`src/rtl/spi_pkg.sv`:
```
// Shared types for the SPI slave datapath.
// Command codes, transmit FSM states, idle fill byte.
package spi_pkg;

  typedef enum logic [7:0] {
    SET_ST = 8'h2a,
    REG_RD = 8'h3a
  } cmd_t;

  typedef enum logic [1:0] {
    IDLE      = 2'd0,
    SHIFT_CMD = 2'd1,
    SHIFT_RD  = 2'd2
  } state_t;

  localparam logic [7:0] IDLE_BYTE_DEF = 8'h00;

endpackage

```
`src/rtl/sync_edge.sv`:
```
// Two-flop synchroniser plus history flop.
// Emits one-cycle rise/fall strobes in clk_i.
module sync_edge #(
  parameter logic RST_VAL = 1'b0
) (
  input  logic clk_i,
  input  logic rst_n_i,
  input  logic d_i,
  output logic rise_o,
  output logic fall_o
);

  logic s1_q, s1_d;
  logic s2_q, s2_d;
  logic hist_q, hist_d;

  // next values of the synchroniser chain
  always_comb begin
    s1_d   = d_i;
    s2_d   = s1_q;
    hist_d = s2_q;
  end

  // synchroniser and history registers
  always_ff @(posedge clk_i or negedge rst_n_i) begin
    if (!rst_n_i) begin
      s1_q   <= RST_VAL;
      s2_q   <= RST_VAL;
      hist_q <= RST_VAL;
    end else begin
      s1_q   <= s1_d;
      s2_q   <= s2_d;
      hist_q <= hist_d;
    end
  end

  assign rise_o = s2_q & ~hist_q;
  assign fall_o = ~s2_q & hist_q;

endmodule

```
`src/rtl/reg_readback_tx.sv`:
```
// SPI mode-0 MISO path for register readback.
// Arms on REG_RD, returns reg bytes per data byte.
module reg_readback_tx
  import spi_pkg::*;
#(
  parameter int         REG_BYTES = 8,
  parameter logic [7:0] IDLE_BYTE = IDLE_BYTE_DEF
) (
  input  logic                   clk_i,
  input  logic                   rst_n_i,
  input  logic                   spi_sclk_i,
  input  logic                   spi_cs_n_i,
  input  logic                   dc_i,
  input  logic                   spi_byte_vld_i,
  input  logic [7:0]             spi_byte_data_i,
  input  logic [2:0]             reg_rd_addr_i,
  input  logic [8*REG_BYTES-1:0] reg_data_i,
  output logic                   spi_miso_o,
  output logic                   spi_miso_oe_o,
  output logic                   tx_byte_done_o
);

  logic sclk_rise, sclk_fall;
  logic cs_rise, cs_fall;

  sync_edge #(.RST_VAL(1'b0)) u_sclk (
    .clk_i  (clk_i),
    .rst_n_i(rst_n_i),
    .d_i    (spi_sclk_i),
    .rise_o (sclk_rise),
    .fall_o (sclk_fall)
  );

  sync_edge #(.RST_VAL(1'b1)) u_cs (
    .clk_i  (clk_i),
    .rst_n_i(rst_n_i),
    .d_i    (spi_cs_n_i),
    .rise_o (cs_rise),
    .fall_o (cs_fall)
  );

  logic [7:0] rd_bytes [8];

  for (genvar k = 0; k < 8; k++) begin : g_rd
    if (k < REG_BYTES) begin : g_v
      assign rd_bytes[k] = reg_data_i[8*k +: 8];
    end else begin : g_i
      assign rd_bytes[k] = IDLE_BYTE;
    end
  end

  state_t     state_q, state_d;
  logic [7:0] shift_q, shift_d;
  logic [2:0] bit_cnt_q, bit_cnt_d;
  logic       miso_q, miso_d;
  logic       oe_q, oe_d;
  logic       done_q, done_d;
  logic       ld_dly_q, ld_dly_d;
  logic       done_pend_q, done_pend_d;

  // next-state, shifting, load and done pulse
  always_comb begin
    state_d     = state_q;
    shift_d     = shift_q;
    bit_cnt_d   = bit_cnt_q;
    oe_d        = oe_q;
    done_d      = 1'b0;
    ld_dly_d    = spi_byte_vld_i;
    done_pend_d = spi_byte_vld_i & dc_i &
                  (state_q == SHIFT_RD);
    if (cs_rise) begin
      state_d   = IDLE;
      shift_d   = 8'h00;
      bit_cnt_d = 3'd0;
      oe_d      = 1'b0;
    end else if (cs_fall) begin
      state_d   = SHIFT_CMD;
      shift_d   = IDLE_BYTE;
      bit_cnt_d = 3'd0;
      oe_d      = 1'b1;
    end else if (state_q != IDLE) begin
      if (sclk_rise) begin
        bit_cnt_d = bit_cnt_q + 3'd1;
      end
      if (sclk_fall && bit_cnt_q != 3'd0) begin
        shift_d = {shift_q[6:0], 1'b0};
      end
      if (ld_dly_q) begin
        shift_d = (state_q == SHIFT_RD) ?
                  rd_bytes[reg_rd_addr_i] : IDLE_BYTE;
        done_d  = done_pend_q;
      end
      if (spi_byte_vld_i && !dc_i) begin
        state_d = (spi_byte_data_i == REG_RD) ?
                  SHIFT_RD : SHIFT_CMD;
      end
    end
    miso_d = shift_d[7];
  end

  // state and datapath registers
  always_ff @(posedge clk_i or negedge rst_n_i) begin
    if (!rst_n_i) begin
      state_q     <= IDLE;
      shift_q     <= 8'h00;
      bit_cnt_q   <= 3'd0;
      miso_q      <= 1'b0;
      oe_q        <= 1'b0;
      done_q      <= 1'b0;
      ld_dly_q    <= 1'b0;
      done_pend_q <= 1'b0;
    end else begin
      state_q     <= state_d;
      shift_q     <= shift_d;
      bit_cnt_q   <= bit_cnt_d;
      miso_q      <= miso_d;
      oe_q        <= oe_d;
      done_q      <= done_d;
      ld_dly_q    <= ld_dly_d;
      done_pend_q <= done_pend_d;
    end
  end

  assign spi_miso_o     = miso_q;
  assign spi_miso_oe_o  = oe_q;
  assign tx_byte_done_o = done_q;

endmodule

```
`config.mk`:
```
export PLATFORM = sky130hd
export DESIGN_NAME = reg_readback_tx
export DESIGN_NICKNAME = d
export VERILOG_FILES = /design/src/rtl/spi_pkg.sv /design/src/rtl/sync_edge.sv /design/src/rtl/reg_readback_tx.sv
export SDC_FILE = /design/constraint.sdc
export NUM_CORES = 1
export LEC_CHECK = 0
export CORE_AREA = 2 2 64 72
export CTS_CLUSTER_DIAMETER = 150
export DETAILED_ROUTE_END_ITERATION = 16
export DIE_AREA = 0 0 66 74
export PLACE_DENSITY_LB_ADDON = 0.3
export SLEW_MARGIN = 20
export SYNTH_ARGS = -nofsm -noshare
export SYNTH_HDL_FRONTEND = slang
export SYNTH_SLANG_ARGS = --single-unit
```
`constraint.sdc`:
```
create_clock -name clk_i -period 2.4 [get_ports clk_i]
set_clock_uncertainty 0.05 [all_clocks]
set_input_delay 0.48 -clock clk_i [delete_from_list [all_inputs] [get_ports clk_i]]
set_output_delay 0.48 -clock clk_i [all_outputs]
set_load 0.05 [all_outputs]
```
-- After elaboration in Yosys (flattened, before gate mapping)
Cells that the tools add are included.
- word-level logic and storage cells: 66
- flip-flop bits (word level): 23
- add/sub/neg operators: 1
- bitwise operators: 11
- reduce and logical (&&, ||, !) cells: 13
- magnitude comparators: 1
- eq/ne operators: 2
- mux-type cells: 24
- operators with widths (cell ; count):
    8-bit two-way mux ; 8
    8-bit binary-select mux with 3-bit select ; 1
    3-bit two-way mux ; 4
    3-bit nonzero test ; 4
    2-bit two-way mux ; 5
    8-bit by 6-bit == test with 1-bit output, second input constant ; 1
    1-bit bitwise AND ; 6
    1-bit two-way mux ; 6
    2-bit AND reduction ; 3
    4-bit greater-or-equal comparator, second input constant ; 1
    1-bit NOT ; 4
    3-bit NOT with 4-bit output ; 1
    2-bit nonzero test ; 2
    4-bit nonzero test ; 1
    3-bit by 1-bit adder with 3-bit output, second input constant ; 1
    2-bit == test, second input constant ; 1
    1-bit logical AND ; 2
    1-bit zero test ; 1

-- Depth between registers and ports, before layout
Gate-level depths: netlist (run 1).
- depth in word-level cells: 9
- gate-level depth with buffers: 7
- depth with buffers taken out: 6

-- Modules after synthesis
From an unflattened synthesis (run 1), not the netlist that was laid out.
- cell total of the unflattened synthesis: 127
- area, all modules: 1529.0 µm²
- modules (own cells, without submodules) (module ; area an instance (µm²) ; times used ; cells an instance):
    reg_readback_tx ; 1345.0 ; 1 ; 117
    sync_edge at u_cs ; 93.8 ; 1 ; 5
    sync_edge at u_sclk ; 90.1 ; 1 ; 5

-- Worst setup path after synthesis (run 1)
No wires, ideal clock.
- kind: register to register
- from: register u_cs.hist_q
- to: register bit_cnt_q[2]
- period minus slack after synthesis: 1853 ps
- setup time: 121 ps
- slack: 547 ps
- arrival: 1683 ps
- data required time: 2229 ps
- stages on the path, launching flop included: 7
- cells stage by stage: dfstp_2 -> inv_1 -> ha_1 -> nor3b_4 -> nor2_1 -> mux2_2 -> a22o_1
- word-level cells in the longest chain between the ends: 4
- elaborated cells on any way between the ends: 8
- those cells by class: mux: 2; bitwise: 3; reduce/logical: 3
- ends and longest elaborated chain (element ; line ; RTL):
    start, declared ; sync_edge.sv:15 ; logic hist_q, hist_d;
    start signal, assigned ; sync_edge.sv:33 ; hist_q <= hist_d;
    1-bit NOT ; sync_edge.sv:37 ; assign rise_o = s2_q & ~hist_q;
    1-bit bitwise AND ; sync_edge.sv:37 ;
    3-bit nonzero test (no line) ; -- ;
    2-bit AND reduction (no line) ; -- ;
    end signal, assigned ; reg_readback_tx.sv:115 ; bit_cnt_q <= bit_cnt_d;
    end, declared ; reg_readback_tx.sv:54 ; logic [2:0] bit_cnt_q, bit_cnt_d;
Several ways; a longest one is shown, not always the timed one.
A chain may end at the register's enable or synchronous reset.

-- Final worst setup path (run 1)
- from: register oe_q, in the netlist spi_miso_oe_o
- to: output spi_miso_oe_o
- RTL lines (element ; line ; RTL):
    start, declared ; reg_readback_tx.sv:56 ; logic oe_q, oe_d;
    start signal, assigned ; reg_readback_tx.sv:108 ; oe_q <= 1'b0;
    start signal, assigned ; reg_readback_tx.sv:117 ; oe_q <= oe_d;
    end, declared ; reg_readback_tx.sv:19 ; output logic spi_miso_oe_o,
No word-level cell between the ends.

==> reports/qor.csv, run 1 <==
metric,value,unit
Seq pwr share,43.1,%
most frequent cell after synthesis,mux2i_1,
Yosys top cell area share,31.87,%
Sum Neg Setup Slack,0,ns
clock root buffer master,clkbuf_8,
switching share of power,26.88,%
"Largest stage delay, worst path",0.81,ns
ranking of synthesized cells by area,"dfrtp_1 32%, mux2i_1 17%, a22oi_1 6.2%, dfstp_2 5.0%, nand3_1 4.8%",
TritonCTS Sinks,23,
"Avg Cell Area, Syn",9.938,sq um
"Hold Violations, Final",0,
DRC Markers,0,
simple-gate share of the synthesized area,18.96,%
# hold bufs at CTS,0,
Worst R2R Path Depth,6,
CTS tree,done,
via count,1553,
WL met1,1838,microns
met3 wire length,422,microns
Num CTS Buffers,3,
Max-Cap Viols,0,
first-pass GRT wire length,6762,microns
Synth Area in XOR/XNOR,0,%
Max H-tree Level,1,
Buffers on Ports,83,
number of top-level pins,84,
Async SR Flop Fraction,100.0,%
wire length per cell,14.29,microns
via/cell ratio,5.247,
hold path cells,0,
largest net degree at the start of global routing,28,
WP depth,1,
Post-synth EDFFs,0,
CP Class,reg2out,
crit path cell chain,clkdlybuf4s50_1,
GPL Wtd Cong,0.7731,
sequential area share after synthesis,36.89,%
CP Max Fanout,2,
highest routed layer,met4,
LEAKAGE,1.089,nW
"Arr. time, crit path",1.45,ns
routed wire length,4231,microns
crit end category,primary output,
combinational family with the most area after synthesis,multiplexers,
area growth from synthesis to layout,60.64,%
drt first pass iters,4,
Slew Limit Fails,0,
FF-to-FF setup slack,0.45,ns
DIE HEIGHT,74,microns
layout cells sized above 1,7.851,%
Mapped Nets,243,
combinational power share,32.1,%
"Req. time, crit path",1.87,ns
row count,25,
Initial DRC Count,59,
met2 WL,1951,microns
post-synthesis mux area share,21.59,%
final antenna-violating net count,0,
Tmin final,1.982,ns
clock share of power,24.8,%
unique cell type count in the Yosys netlist,32,
Final period util,82.56,%
YS warnings,0,
Core Region,4192,sq um
Worst path slowest cell,clkdlybuf4s50_1,
vias in the first global route,1471,
Die X,66,microns
number of synthesized register bits,23,
Synth Area in Compound Gates,14.58,%
max frequency,504.7,MHz
Post-synth top cells,"26 x mux2i_1, 20 x dfrtp_1, 15 x nand3_1",
RSZ-0062 raised after global routing,false,
Die Footprint,4884,sq um
"area leader, netlist",dfrtp_1,
GR Util All Layers,17.45,%
GRT overflow,0,
Worst-Skew Late Latency,0.26,ns
deepest clock path buffer count,2,
P per Cell Area,388.0,nW/um^2
endpoints failing setup,0,
Synth Instances,158,
CP Launch Type,flip-flop,
Fin Hold WS,0.3111,ns
reported net switching power,0.0002631,W
"Setup Fix Bufs, Post-CTS",0,
P_int,0.0007157,W
Ant. Diodes,0,
Worst slew margin,66.80,%
buffers and inverters on the worst path,1,
"CP delay by family, top",buffers and inverters,
Hold Crit Class,reg2reg,
Initial Util,37.46,%
synthesized area,1570,sq um
initial antenna violation count,0,
Main synth FF type,dfrtp_1,
Resized cells post-CTS,0,
"Clk pin slew, worst setup/hold paths",0.09,ns
outcome,finished clean,
fin nets,328,
Max VDD drop,367.8,uV
measured slew at the worst slew-check pin,0.4972,ns
Adder-Cell Fraction of Synth Area,3.187,%
post-detail-place hpwl,3452,microns
-- per-stage QoR --
stage	total power (W)	instance area (sq um)	std cells	setup slack, ns	util [%]
6_report	0.0009788	2522	296	0.4185	60.18
3_5_place_dp	0.0007460	2474	292	0.1999	59.01
4_1_cts	0.0009881	2522	296	0.4141	60.18
3_3_place_gp	0.0007404	2474	292	0.2216	59.01
2_1_floorplan	0.0005681	1570	158	0.5466	-
5_1_grt	0.001034	2522	296	0.2702	60.18
-- cell families after synthesis --
kind of cell,count (synthesis)
and+or+nand+nor,53
AOI/OAI and AO/OA,32
muxes,30
buffers and inverters,16
DFF,23
adders and majority gates,4
-- area by class of cell --
cell class / count / area (sq um)
fillers: 379 / 1669
inverters: 8 / 30.03
flip-flops and latches: 23 / 579.3
multi-input cells: 119 / 915.9
repair buffers: 88 / 880.8
clock buffers: 3 / 41.29
well taps: 54 / 67.56
clock inverters: 1 / 7.507
-- state kept, by name (all words and copies together) (netlist names) --
register and flops:
bit_cnt_q 3, u_sclk.hist_d 1, spi_miso_oe_o 1, tx_byte_done_o 1, ld_dly_q 1, state_q 2
u_sclk.s1_q 1, done_pend_q 1, u_sclk.hist_q 1, u_cs.s1_q 1, u_cs.hist_d 1, u_cs.hist_q 1
shift_q 8
-- layout by cell type, fill, tap and decap left out, drive strengths merged, types with 6 or more instances in the layout --
master,instances
o21ai,11
nand4,7
inv,8
nand3,15
nor2,7
mux2i,26
dfrtp,20
clkdlybuf4s50,83
nor2b,6
a22oi,13
nand2,7
-- worst register-to-register path, delay by kind of cell (launching register included) --
family	cells	cell delay (ns)
compound gates	2	0.23
fa+ha+maj	1	0.39
buf+inv	1	0.04
flops	1	0.54
simple gates	2	0.60
-- worst paths after layout --
| path | start | end |
|---|---|---|
| worst min-delay path | u_cs.s1_q | u_cs.hist_d |
| worst max register to register | u_cs.hist_q | bit_cnt_q[1] |
| max in group asynchronous | rst_n_i | u_cs.s1_q |
| worst min register to register | u_cs.s1_q | u_cs.hist_d |
| worst max-delay path | spi_miso_oe_o | spi_miso_oe_o |
| min in group asynchronous | rst_n_i | spi_miso_oe_o |
-- power groups by stage --
| stage | Combinational [W] | Clock (W) | Sequential [W] |
|---|---|---|---|
| 2_1_floorplan | 0.000134 | 0 | 0.000434 |
| 3_3_place_gp | 0.000313 | 0 | 0.000427 |
| 3_5_place_dp | 0.000317 | 0 | 0.000429 |
| 4_1_cts | 0.000319 | 0.000248 | 0.000422 |
| 5_1_grt | 0.000346 | 0.000264 | 0.000424 |
| 6_report | 0.000314 | 0.000243 | 0.000421 |
-- metal layers --
layer | up-vias | track usage [%]
met5 | - | 0
met2 | 70 | 29.18
met1 | 716 | 23.67
met4 | 0 | 4.308
li1 | 765 | -
met3 | 2 | 3.177
(Power assumes the default switching activity.)
==> run 2, diff against run 1 <==
--- a/config.mk
+++ b/config.mk
@@ -5,10 +5,10 @@
 export SDC_FILE = /design/constraint.sdc
 export NUM_CORES = 1
 export LEC_CHECK = 0
-export CORE_AREA = 2 2 64 72
+export CORE_AREA = 2 2 67 76
 export CTS_CLUSTER_DIAMETER = 150
 export DETAILED_ROUTE_END_ITERATION = 16
-export DIE_AREA = 0 0 66 74
+export DIE_AREA = 0 0 69 78
 export PLACE_DENSITY_LB_ADDON = 0.3
 export SLEW_MARGIN = 20
 export SYNTH_ARGS = -nofsm -noshare
==> constraint.sdc (replaced) <==
create_clock -name clk_i -period 1.7 [get_ports clk_i]
set_clock_uncertainty 0.05 [all_clocks]
set_input_delay 0.34 -clock clk_i [delete_from_list [all_inputs] [get_ports clk_i]]
set_output_delay 0.34 -clock clk_i [all_outputs]
set_load 0.05 [all_outputs]
==> reports/qor.csv, run 2 (synthesized netlist as in run 1, its figures left out) <==
metric,value,unit,change
outcome,finished clean,,
fin nets,342,,+4.3%
pre-CTS setup slack,-0.3665,ns,-0.5665 ns
Initial Util,34.48,%,-3.0 points
via/cell ratio,5.115,,-2.5%
GPL Wtd Cong,0.7772,,+0.53%
crit end category,flip-flop,,
dpl cells,305,,+4.5%
crit path cell chain,"inv_2, ha_4, nor3b_4, nor2_1, mux2_2, a22o_1",,
"Req. time, crit path",1.81,ns,-0.06 ns
Die Footprint,5382,sq um,+10%
Max H-tree Level,1,,unchanged
Max-Cap Viols,0,,unchanged
Fill cells,414,,+9.2%
drt first pass iters,4,,unchanged
max FFs per register,8,,unchanged
Die X,69,microns,+4.5%
DIE HEIGHT,78,microns,+5.4%
first-pass GRT wire length,7659,microns,+13%
Finished Layout Cells,312,,+5.4%
"Arr. time, crit path",1.80,ns,+0.35 ns
Buffers on Ports,83,,unchanged
largest net degree at the start of global routing,24,,-14%
Worst slew margin,74.05,%,+7.2 points
DRC Markers,0,,unchanged
RSZ-0062 raised after global routing,true,,
GR Util All Layers,17.17,%,-0.28 points
Tmin final,1.683,ns,
deepest clock path buffer count,2,,unchanged
initial antenna violation count,0,,unchanged
endpoints failing setup,0,,unchanged
CP Launch Type,flip-flop,,
"Hold Violations, Final",0,,unchanged
row count,26,,+4.0%
Core Region,4554,sq um,+8.7%
"Largest stage delay, worst path",0.55,ns,-0.26 ns
CP Max Fanout,4,,+2
P per Cell Area,538.0,nW/um^2,+39%
"Clk pin slew, worst setup/hold paths",0.08,ns,about the same
Final period util,99.02,%,
TritonCTS Sinks,23,,unchanged
CTS tree,done,,
routed wire length,4515,microns,+6.7%
Biggest register,shift_q,,
area growth from synthesis to layout,69.80,%,
wire length per cell,14.47,microns,+1.2%
Hold Crit Class,reg2reg,,
max frequency,594.1,MHz,
number of top-level pins,84,,unchanged
# hold bufs at CTS,0,,unchanged
Sum Neg Setup Slack,0,ns,unchanged
Num CTS Buffers,3,,unchanged
CP Class,reg2reg,,
Worst path slowest cell,dfstp_2,,
"commonest non-fill, non-tap cell in the layout",clkdlybuf4s50_1,,
via count,1596,,+2.8%
most frequent cells in the layout,"79 x clkdlybuf4s50_1, 26 x mux2i_1, 20 x dfrtp_1, 20 x buf_4, 14 x nand3_1",,
Slew Limit Fails,0,,unchanged
GRT overflow,0,,unchanged
LEAKAGE,1.170,nW,+7.4%
vias in the first global route,1637,,+11%
Fin Hold WS,0.3082,ns,-0.002932 ns
final setup margin,0.01668,ns,-0.4018 ns
post-detail-place hpwl,3637,microns,+5.4%
Worst-Skew Late Latency,0.27,ns,about the same
Max VDD drop,404.4,uV,+10%
layout cells sized above 1,16.80,%,+8.9 points
Ant. Diodes,0,,unchanged
clock root buffer master,clkbuf_8,,
Regs by FF count,"shift_q (8), bit_cnt_q (3), state_q (2)",,
Initial DRC Count,47,,-20%
measured slew at the worst slew-check pin,0.3885,ns,-0.1087 ns
final antenna-violating net count,0,,unchanged
==> run 2: changes by cell type in the layout (fill, tap and decap cells not counted), sizes merged <==
| cell | change |
|---|---|
| dlygate4sd2 | +1 |
| or3b | +1 |
| clkbuf | +1 |
| clkinvlp | -1 |
| clkdlybuf4s50 | -4 |
| buf | +16 |
==> run 2: routing by layer <==
layer  GRT usage (%)  routed length [microns]
met1           23.44                     2124
met2           27.31                     1990
met3           4.545                      360
met4           3.725                       40
met5               0                        0
==> run 2: area by class of cell <==
class	instances	area (sq um)	area share [%]
multi-input cells	120	972.2	36.46
flip-flops and latches	23	579.3	21.73
repair buffers	101	969.7	36.37
clock buffers	4	45.04	1.689
inverters	8	30.03	1.126
well taps	56	70.07	2.628
==> run 2: timing repair <==
| action | in CTS | in global routing |
|---|---|---|
| buffers inserted | 0 | 2 |
| resized for setup | 4 | 8 |
| pin swaps | 0 | 7 |
| cloned | 0 | 1 |
| endpoints found under the setup margin | 9 | 13 |
==> run 2: critical path: cells and delay by family (launching register included) <==
family | cells | cell delay (ns)
and+or+nand+nor | 2 | 0.24
DFF | 1 | 0.55
buffers and inverters | 1 | 0.05
adders and majority gates | 1 | 0.27
muxes | 1 | 0.25
AOI/OAI and AO/OA | 1 | 0.17
==> run 2: worst paths after layout <==
kind	start	to	slack, ns	depth (start not counted)
min	u_cs.s1_q	u_cs.hist_d	0.31	0
min reg2reg	u_cs.s1_q	u_cs.hist_d	0.31	0
max in group asynchronous	rst_n_i	u_cs.hist_q	0.95	2
max	u_cs.hist_q	bit_cnt_q[2]	0.02	6
min in group asynchronous	rst_n_i	state_q[0]	0.37	2
max reg2reg	u_cs.hist_q	bit_cnt_q[2]	0.02	6
==> run 2: per-stage QoR <==
| stage | area, sq um | util, % | total power [W] |
|---|---|---|---|
| after floorplan | 1583 | - | 0.0008070 |
| after CTS | 2618 | 57.47 | 0.001415 |
| after global routing | 2666 | 58.54 | 0.001516 |
| after global placement | 2564 | 56.29 | 0.001068 |
| final | 2666 | 58.54 | 0.001435 |
| after detailed placement | 2564 | 56.29 | 0.001075 |
==> run 2: power by group <==
| part | switching [W] | leakage, nW | internal (W) |
|---|---|---|---|
| sequential | 0.0000241 | 0.296 | 0.000573 |
| clock | 0.000169 | 0.0228 | 0.000167 |
| combinational | 0.000188 | 0.851 | 0.000313 |
| total | 0.000381 | 1.17 | 0.00105 |
==> run 3, diff against run 2 <==
--- a/config.mk
+++ b/config.mk
@@ -5,6 +5,7 @@
 export SDC_FILE = /design/constraint.sdc
 export NUM_CORES = 1
 export LEC_CHECK = 0
+export CAP_MARGIN = 25
 export CORE_AREA = 2 2 67 76
 export CTS_CLUSTER_DIAMETER = 150
 export DETAILED_ROUTE_END_ITERATION = 16
==> constraint.sdc (replaced) <==
create_clock -name clk_i -period 1.7 [get_ports clk_i]
set_clock_uncertainty 0.05 [all_clocks]
set_input_delay 0.34 -clock clk_i [delete_from_list [all_inputs] [get_ports clk_i]]
set_output_delay 0.34 -clock clk_i [all_outputs]
set_load 0.005 [all_outputs]
==> reports/qor.csv, run 3 (synthesized netlist as in run 1, its figures left out) <==
metric,value,unit,change
Tmin final,1.687,ns,+0.003787 ns
Max H-tree Level,1,,unchanged
first-pass GRT wire length,7845,microns,+2.4%
"CP delay by family, top",flip-flops,,
via count,1578,,-1.1%
P_int,0.001043,W,-1.0%
TritonCTS Sinks,23,,unchanged
WL met1,2147,microns,+1.1%
GRT overflow,0,,unchanged
FF-to-FF setup slack,0.01,ns,about the same
met2 WL,1984,microns,-0.30%
GPL Wtd Cong,0.7687,,-1.1%
Die Footprint,5382,sq um,unchanged
"Hold Violations, Final",0,,unchanged
drt first pass iters,4,,unchanged
outcome,finished clean,,
vias in the first global route,1633,,-0.24%
via/cell ratio,5.074,,-0.81%
fin util,58.16,%,-0.38 points
CP Launch Type,flip-flop,,
endpoints failing setup,0,,unchanged
buffers and inverters on the worst path,1,,unchanged
CP Max Fanout,3,,-1
combinational power share,33.6,%,-1.3 points
max frequency,592.7,MHz,-0.22%
final antenna-violating net count,0,,unchanged
RSZ-0062 raised after global routing,true,,
CP Class,reg2reg,,
"Req. time, crit path",1.81,ns,about the same
highest routed layer,met4,,
P per Cell Area,531.3,nW/um^2,-1.3%
number of top-level pins,84,,unchanged
Seq pwr share,42.2,%,+0.6 points
Worst path slowest cell,dfstp_2,,
"Largest stage delay, worst path",0.55,ns,about the same
layout cells sized above 1,14.90,%,-1.9 points
Die X,69,microns,unchanged
"Clk pin slew, worst setup/hold paths",0.08,ns,about the same
pre-CTS setup slack,-0.3451,ns,+0.02147 ns
Hold Crit Class,reg2reg,,
Num CTS Buffers,3,,unchanged
max FFs per register,8,,unchanged
Worst slew margin,76.59,%,+2.5 points
Worst-Skew Late Latency,0.26,ns,about the same
final setup margin,0.01289,ns,-0.003787 ns
routed wire length,4523,microns,+0.18%
CTS tree,done,,
Core Region,4554,sq um,unchanged
area growth from synthesis to layout,68.69,%,
Initial Util,34.48,%,unchanged
crit end category,flip-flop,,
Tot Pwr,0.001407,W,-1.9%
Ant. Diodes,0,,unchanged
Max VDD drop,601.8,uV,+49%
DIE HEIGHT,78,microns,unchanged
LEAKAGE,1.158,nW,-0.99%
Max-Cap Viols,0,,unchanged
most frequent cells in the layout,"82 x clkdlybuf4s50_1, 26 x mux2i_1, 20 x dfrtp_1",,
"Arr. time, crit path",1.80,ns,about the same
largest net degree at the start of global routing,24,,unchanged
Initial DRC Count,41,,-13%
measured slew at the worst slew-check pin,0.3499,ns,-0.03859 ns
wire length per cell,14.54,microns,+0.50%
Final period util,99.24,%,+0.22 points
DRC Markers,0,,unchanged
met3 wire length,361,microns,+0.28%
switching share of power,25.89,%,-0.67 points
Regs by FF count,"shift_q (8), bit_cnt_q (3), state_q (2)",,
post-detail-place hpwl,3690,microns,+1.4%
clock share of power,24.2,%,+0.7 points
initial antenna violation count,0,,unchanged
GR Util All Layers,17.62,%,+0.45 points
"commonest non-fill, non-tap cell in the layout",clkdlybuf4s50_1,,
crit path cell chain,"inv_2, ha_4, nor3b_4, nor2_1, mux2_2, a22o_1",,
Slew Limit Fails,0,,unchanged
# hold bufs at CTS,0,,unchanged
deepest clock path buffer count,2,,unchanged
row count,26,,unchanged
clock root buffer master,clkbuf_8,,
fin nets,341,,-0.29%
reported net switching power,0.0003643,W,-4.4%
Buffers on Ports,83,,unchanged
Biggest register,shift_q,,
==> run 3: cell count changes in the layout (fill, tap and decap cells not counted) <==
cell,before,now
buf_4,20,17
o31ai_4,1,0
nand3_1,14,15
o21ai_1,2,0
nand3_2,1,0
o21ai_0,9,11
or3b_4,2,1
clkdlybuf4s50_1,79,82
o31ai_2,0,1
==> run 3: cell type report <==
cell class / instances / area, sq um
clock buffers: 4 / 45.04
fillers: 433 / 1906
inverters: 8 / 30.03
multi-input cells: 119 / 947.2
flip-flops and latches: 23 / 579.3
well taps: 56 / 70.07
repair buffers: 101 / 977.2
==> run 3: power by group through the flow <==
stage	sequential [W]	clock (W)	combinational, W
2_1_floorplan	0.000601	0	0.000193
3_3_place_gp	0.000604	0	0.000453
3_5_place_dp	0.000605	0	0.000458
4_1_cts	0.000595	0.000346	0.000467
5_1_grt	0.000597	0.000381	0.000523
6_report	0.000594	0.000341	0.000473
==> run 3: worst paths after layout <==
kind	startpoint	endpoint	cells after the start
max in group asynchronous	rst_n_i	u_cs.hist_q	2
worst min register to register	u_cs.s1_q	u_cs.hist_d	0
min in group asynchronous	rst_n_i	bit_cnt_q[2]	2
worst max register to register	u_cs.hist_q	bit_cnt_q[2]	6
worst min-delay path	u_cs.s1_q	u_cs.hist_d	0
worst max-delay path	u_cs.hist_q	bit_cnt_q[2]	6
==> run 3: what timing repair did <==
item / 4_1_cts / 5_1_grt
hold endpoints to repair: 0 / 0
pin swaps: 0 / 5
buffers inserted: 0 / 2
gates resized for setup: 5 / 2
endpoints found under the setup margin: 11 / 13
==> run 3: per-stage QoR <==
stage	hold slack, ns	TNS [ns]	cell area (sq um)	instances
finish	0.3089	0	2649	311
global route	0.3165	-0.2806	2649	311
CTS	0.3088	0	2631	309
detailed placement	0.2918	-2.680	2571	305
global placement	0.2833	-2.396	2571	305
floorplan	-0.005591	-0.07792	1583	158
==> run 3: layer usage <==
layer  track usage (%)  vias to the layer above
li1                  -                      789
met1             24.58                      714
met2             28.46                       72
met3             3.766                        3
met4             2.941                        0
met5                 0                        -
